**src/rtl/seq_pkg.sv**
```systemverilog
// Shared encodings for the accumulator sequencer: FSM states, opcode classes,
// instruction field positions and flag bit indices.
package seq_pkg;

    localparam logic [1:0] IDLE  = 2'd0;
    localparam logic [1:0] FETCH = 2'd1;
    localparam logic [1:0] EXEC  = 2'd2;
    localparam logic [1:0] HALT  = 2'd3;

    localparam logic [3:0] OP_BRANCH = 4'hF;
    localparam logic [3:0] OP_HALT   = 4'hE;
    localparam logic [3:0] OP_NOP    = 4'h0;

    localparam int OP_CLASS_HI = 15;
    localparam int OP_CLASS_LO = 12;

    localparam int WSEL_A   = 11;
    localparam int WSEL_B   = 10;
    localparam int WSEL_ZNC = 9;

    localparam int BR_MASK_HI = 11;
    localparam int BR_MASK_LO = 9;
    localparam int BR_OFF_HI  = 7;
    localparam int BR_OFF_LO  = 0;

    localparam int ZNC_Z = 2;
    localparam int ZNC_N = 1;
    localparam int ZNC_C = 0;

    // Anything that is not a branch, halt or the all-zero NOP drives the ALU.
    function automatic logic is_alu_op(input logic [15:0] op);
        logic [3:0] op_class;
        op_class = op[OP_CLASS_HI:OP_CLASS_LO];
        return !((op_class == OP_BRANCH) || (op_class == OP_HALT) ||
                 ((op_class == OP_NOP) && (op[11:0] == 12'h000)));
    endfunction

endpackage

```
**src/rtl/branch_unit.sv**
```systemverilog
// Combinational next-PC resolution: branch condition against the flag register
// and PC-relative target with modulo-2^ADDR_W arithmetic.
module branch_unit
    import seq_pkg::*;
#(
    parameter int ADDR_W = 8
) (
    input  logic [ADDR_W-1:0] pc,
    input  logic [15:0]       opCode,
    input  logic [2:0]        znc,
    output logic [ADDR_W-1:0] next_pc,
    output logic              taken
);

    logic [2:0]        mask;
    logic [7:0]        offset;
    logic [ADDR_W-1:0] offset_ext;
    logic [ADDR_W-1:0] pc_inc;
    logic              flag_hit;
    logic              is_branch;
    logic              unused_bit;

    assign mask       = opCode[BR_MASK_HI:BR_MASK_LO];
    assign offset     = opCode[BR_OFF_HI:BR_OFF_LO];
    assign unused_bit = opCode[8];
    assign offset_ext = ADDR_W'(signed'(offset));
    assign is_branch  = (opCode[OP_CLASS_HI:OP_CLASS_LO] == OP_BRANCH);

    // An empty mask is the unconditional form; otherwise any selected flag set wins.
    assign flag_hit = (mask[ZNC_Z] & znc[ZNC_Z]) |
                      (mask[ZNC_N] & znc[ZNC_N]) |
                      (mask[ZNC_C] & znc[ZNC_C]);
    assign taken    = is_branch && ((mask == 3'b000) || flag_hit);

    assign pc_inc  = pc + ADDR_W'(1);
    assign next_pc = taken ? (pc_inc + offset_ext) : pc_inc;

endmodule

```
**src/rtl/seq_ctrl.sv**
```systemverilog
// Multi-cycle instruction sequencer: fetch over req/ack, one-cycle execute with
// single-pulse register enables, branch resolution and halt.
module seq_ctrl
    import seq_pkg::*;
#(
    parameter int                ADDR_W   = 8,
    parameter logic [ADDR_W-1:0] START_PC = '0
) (
    input  logic              clk,
    input  logic              rst,
    input  logic              start,
    output logic              imem_req,
    output logic [ADDR_W-1:0] imem_addr,
    input  logic              imem_ack,
    input  logic [15:0]       imem_data,
    input  logic [2:0]        znc,
    output logic [15:0]       opCode,
    output logic              a_en,
    output logic              b_en,
    output logic              znc_en,
    output logic [ADDR_W-1:0] pc,
    output logic              busy,
    output logic              halted
);

    logic [1:0]        state;
    logic [ADDR_W-1:0] next_pc;
    logic              branch_taken_unused;
    logic              exec_alu;

    branch_unit #(.ADDR_W(ADDR_W)) u_branch (
        .pc      (pc),
        .opCode  (opCode),
        .znc     (znc),
        .next_pc (next_pc),
        .taken   (branch_taken_unused)
    );

    always_ff @(posedge clk or posedge rst) begin
        if (rst) begin
            state  <= IDLE;
            pc     <= START_PC;
            opCode <= 16'h0000;
        end else begin
            case (state)
                IDLE: begin
                    if (start) begin
                        pc    <= START_PC;
                        state <= FETCH;
                    end
                end
                FETCH: begin
                    if (imem_ack) begin
                        opCode <= imem_data;
                        state  <= EXEC;
                    end
                end
                EXEC: begin
                    if (opCode[OP_CLASS_HI:OP_CLASS_LO] == OP_HALT) begin
                        state <= HALT;
                    end else begin
                        pc    <= next_pc;
                        state <= FETCH;
                    end
                end
                HALT: begin
                    if (start) begin
                        pc    <= START_PC;
                        state <= FETCH;
                    end
                end
                default: state <= IDLE;
            endcase
        end
    end

    // Request and enables decode straight from state, so reset drops them at once.
    assign imem_req  = (state == FETCH);
    assign imem_addr = pc;
    assign busy      = (state == FETCH) || (state == EXEC);
    assign halted    = (state == HALT);

    assign exec_alu = (state == EXEC) && is_alu_op(opCode);
    assign a_en     = exec_alu && opCode[WSEL_A];
    assign b_en     = exec_alu && opCode[WSEL_B];
    assign znc_en   = exec_alu && opCode[WSEL_ZNC];

endmodule

```
**config.mk**
```make
export PLATFORM = sky130hd
export DESIGN_NAME = seq_ctrl
export DESIGN_NICKNAME = d
export VERILOG_FILES = /design/src/rtl/seq_pkg.sv /design/src/rtl/branch_unit.sv /design/src/rtl/seq_ctrl.sv
export SDC_FILE = /design/constraint.sdc
export NUM_CORES = 1
export LEC_CHECK = 0
export CELL_PAD_IN_SITES_DETAIL_PLACEMENT = 2
export CELL_PAD_IN_SITES_GLOBAL_PLACEMENT = 2
export CORE_MARGIN = 2
export CORE_UTILIZATION = 24
export CTS_CLUSTER_SIZE = 16
export DETAILED_ROUTE_END_ITERATION = 10
export PLACE_DENSITY_LB_ADDON = 0.1
export SLEW_MARGIN = 0
export SYNTH_ARGS = -nofsm -noshare
export SYNTH_HDL_FRONTEND = slang
export SYNTH_SLANG_ARGS = --single-unit
```
**constraint.sdc**
```tcl
create_clock -name clk -period 2.8 [get_ports clk]
set_clock_uncertainty 0.15 [all_clocks]
set_input_delay 0.84 -clock clk [delete_from_list [all_inputs] [get_ports clk]]
set_output_delay 0.84 -clock clk [all_outputs]
set_load 0.01 [all_outputs]
```
==> metrics.csv <==
metric,value,unit
status,"complete, no violations",
insertion_delay,0.27,ns
hold_class,flop to flop,
synth_nets,213,
post-route-period-util,98.8,%
core,0.00714,sq mm
die_w,89.3,um
min_period,2.77,ns
num_antenna_cells,0,
muxShareOfSynthArea,12.7,%
grt_pass1_wl,8790,um
synth_edf_count,0,
instances_no_fill,345,
grt_usage,14.3,%
layout_common_cells,"clkdlybuf4s50_1, dfrtp_1, buf_4",
drive_above_1_share,25.2,%
grt_overflow,0,
cp_slowest_stage_delay,0.39,ns
cts_hold_buf,0,
yosys.area_share.simple,13.9,%
via_per_inst,4.66,
critPathLaunchType,flop,
max_freq,0.362,GHz
yosysWarnings,0,
pwr-share-seq,24.1,%
timing.hold.ws,0.373,ns
synthArstFlopShare,100,%
ys_seq_elements,26,
cts_max_path_buffers,2,
numPortBuffers,60,
clk_pin_slew_worst_paths,0.09,ns
synthFlopType,dfrtp_1,
wl_per_cell,15.6,um
pre_cts_ws,-0.0764,ns
grt_max_degree,27,
cp-end-kind,flop,
synthAdderAreaFrac,9.74,%
total_power,3170,uW
power_density,1190,mW/mm^2
cts.sinks,26,
grt_pass1_vias,1759,
cts_tree,yes,
synth_top_family_by_area,compound AO/OA/AOI/OAI gates,
hold_viol,0,
worstSetupPathType,flop to flop,
hpwl,4190,um
r2r_setup_slack,0.03,ns
path_cells,ha_2 -> buf_4 -> xor2_2 -> ha_2 -> o211ai_1 -> or3_1 -> nand4_1 -> mux2_2 -> a221oi_2 -> o31ai_1,
setup_tns,0,ns
wl,5370,um
required,2.80,ns
cts_root_buf,clkbuf_8,
max-slew-margin-rel,54.5,%
leakage,0.00111,uW
syn2layout_area_growth,52.9,%
intPower,1810,uW
cp.arrival,2.77,ns
slew_viol_final,0,
worst_slack,0.0345,ns
firstDrtPassIters,4,
fill_cells,810,
place_congestion,0.799,
seq_area_frac_synth,37.2,%
num_vias,1606,
synth-xor-area-share,4.51,%
finalNetCount,284,
drv_cap,0,
tightest_slew,0.683,ns
pwr-share-clk,6.8,%
drc,0,
antenna_found_initial,0,
slowest_stage,dfrtp_1,
drt_first_iter_violations,19,
fp.dieH,89.3,um
h-tree-depth,1,
rows,31,
power_frac_comb,69.0,%
cts_made_buffers,3,
setup_violations,0,
antenna_left,0,
path_common_cell,ha_2,
p_sw,1360,uW
io_pins,61,
fp.dieArea,0.00798,sq mm
critPathMaxFanout,3,
synthCells,177,
start_util,24.5,%
dp.cells,337,
rsz0062_at_grt,true,
synth_cell_type_count,41,
switching_share,42.9,%
synthesis.area,0.00175,sq mm
final_common_cell,clkdlybuf4s50_1,
postSynthAreaPerCell,9.87,sq um
synth_compound_area_share,15.4,%
ir_worst_vdd,0.000328,V
-- stage by stage --
step	util [%]	cell area, sq um
detailed placement	34.9	2490
global placement	34.9	2490
global route	37.4	2670
finish	37.4	2670
CTS	35.9	2560
floorplan	-	1750
-- logic make-up (layout without fill, tap and decap cells) --
| kind of cell | after synthesis | in the layout |
|---|---|---|
| buffers and inverters | 22 | 91 |
| AND/OR/NAND/NOR | 46 | 46 |
| AO/OA/AOI/OAI | 41 | 41 |
| flip-flops | 26 | 26 |
| XOR/XNOR | 9 | 9 |
| adder cells (fa/ha/maj) | 13 | 13 |
| multiplexers | 20 | 20 |
-- layer usage --
| layer | GRT usage [%] | up-vias | part of all wire (%) |
|---|---|---|---|
| li1 | - | 772 | - |
| met1 | 19.7 | 793 | 46 |
| met2 | 23.2 | 37 | 49 |
| met3 | 2.49 | 4 | 3.7 |
| met4 | 4.07 | 0 | 1.1 |
| met5 | 0 | - | 0 |
-- final timing paths --
kind | start | cells past startpoint | end
worst max-delay path | imem_addr[1] | 10 | imem_addr[7]
worst min-delay path | opCode[8] | 1 | opCode[8]
worst max register to register | imem_addr[1] | 10 | imem_addr[7]
worst min register to register | opCode[8] | 1 | opCode[8]
max in group asynchronous | rst | 3 | imem_addr[2]
min in group asynchronous | rst | 3 | opCode[2]
-- synth_stat cells, types with 2 or more instances --
library cell | n | area share [%]
a21oi_1 | 11 | 3.2
and2_1 | 2 | 0.72
and3_1 | 2 | 0.72
buf_4 | 8 | 3.4
clkbuf_1 | 3 | 0.64
dfrtp_1 | 26 | 37
ha_1 | 12 | 8.6
inv_1 | 10 | 2.1
mux2_2 | 17 | 11
mux2i_1 | 3 | 1.7
nand2_1 | 7 | 1.5
nand3_1 | 4 | 1.1
nand4_1 | 3 | 1.1
nor2_1 | 11 | 2.4
nor3_1 | 4 | 1.1
nor3b_1 | 5 | 2.1
o211ai_1 | 2 | 0.86
o21ai_0 | 12 | 3.4
o21ai_1 | 4 | 1.1
or3_1 | 3 | 1.1
xnor2_1 | 4 | 2.0
xor2_1 | 5 | 2.5
-- worst max-delay path: cells and delay by family (launching register included) --
family | cells | cell delay (ns)
mux | 1 | 0.35
fa+ha+maj | 2 | 0.54
buf+inv | 1 | 0.15
simple gates | 2 | 0.53
xor+xnor | 1 | 0.15
compound gates | 3 | 0.37
flops | 1 | 0.39
-- layout make-up --
cell class                 count  area, sq um  share of cell area [%]
sequential                    26          653                    24.5
tap                           99          124                    4.64
multi-input combinational    129         1080                    40.4
clock buffer                   3         41.3                    1.55
inverter                      10         37.5                    1.41
timing repair buffer          78          736                    27.6
-- power by group through the flow --
| stage | sequential (uW) | clock (uW) | combinational (uW) |
|---|---|---|---|
| floorplan | 802 | 0 | 1130 |
| CTS | 755 | 232 | 2130 |
| finish | 764 | 217 | 2190 |
| detailed placement | 758 | 0 | 2080 |
| global placement | 747 | 0 | 2000 |
| global route | 798 | 244 | 2420 |
-- sequential cells by signal, summed over array words and instances, names as in the netlist --
name and cells:
imem_addr 8, opCode 16, state 2
-- repair_timing --
| action | CTS | global route |
|---|---|---|
| setup buffers | 0 | 5 |
| resized for setup | 6 | 14 |
| pin swaps | 4 | 8 |
| cloned | 0 | 0 |
| endpoints found under the setup margin | 3 | 6 |
Power figures use the tool's default switching activity.
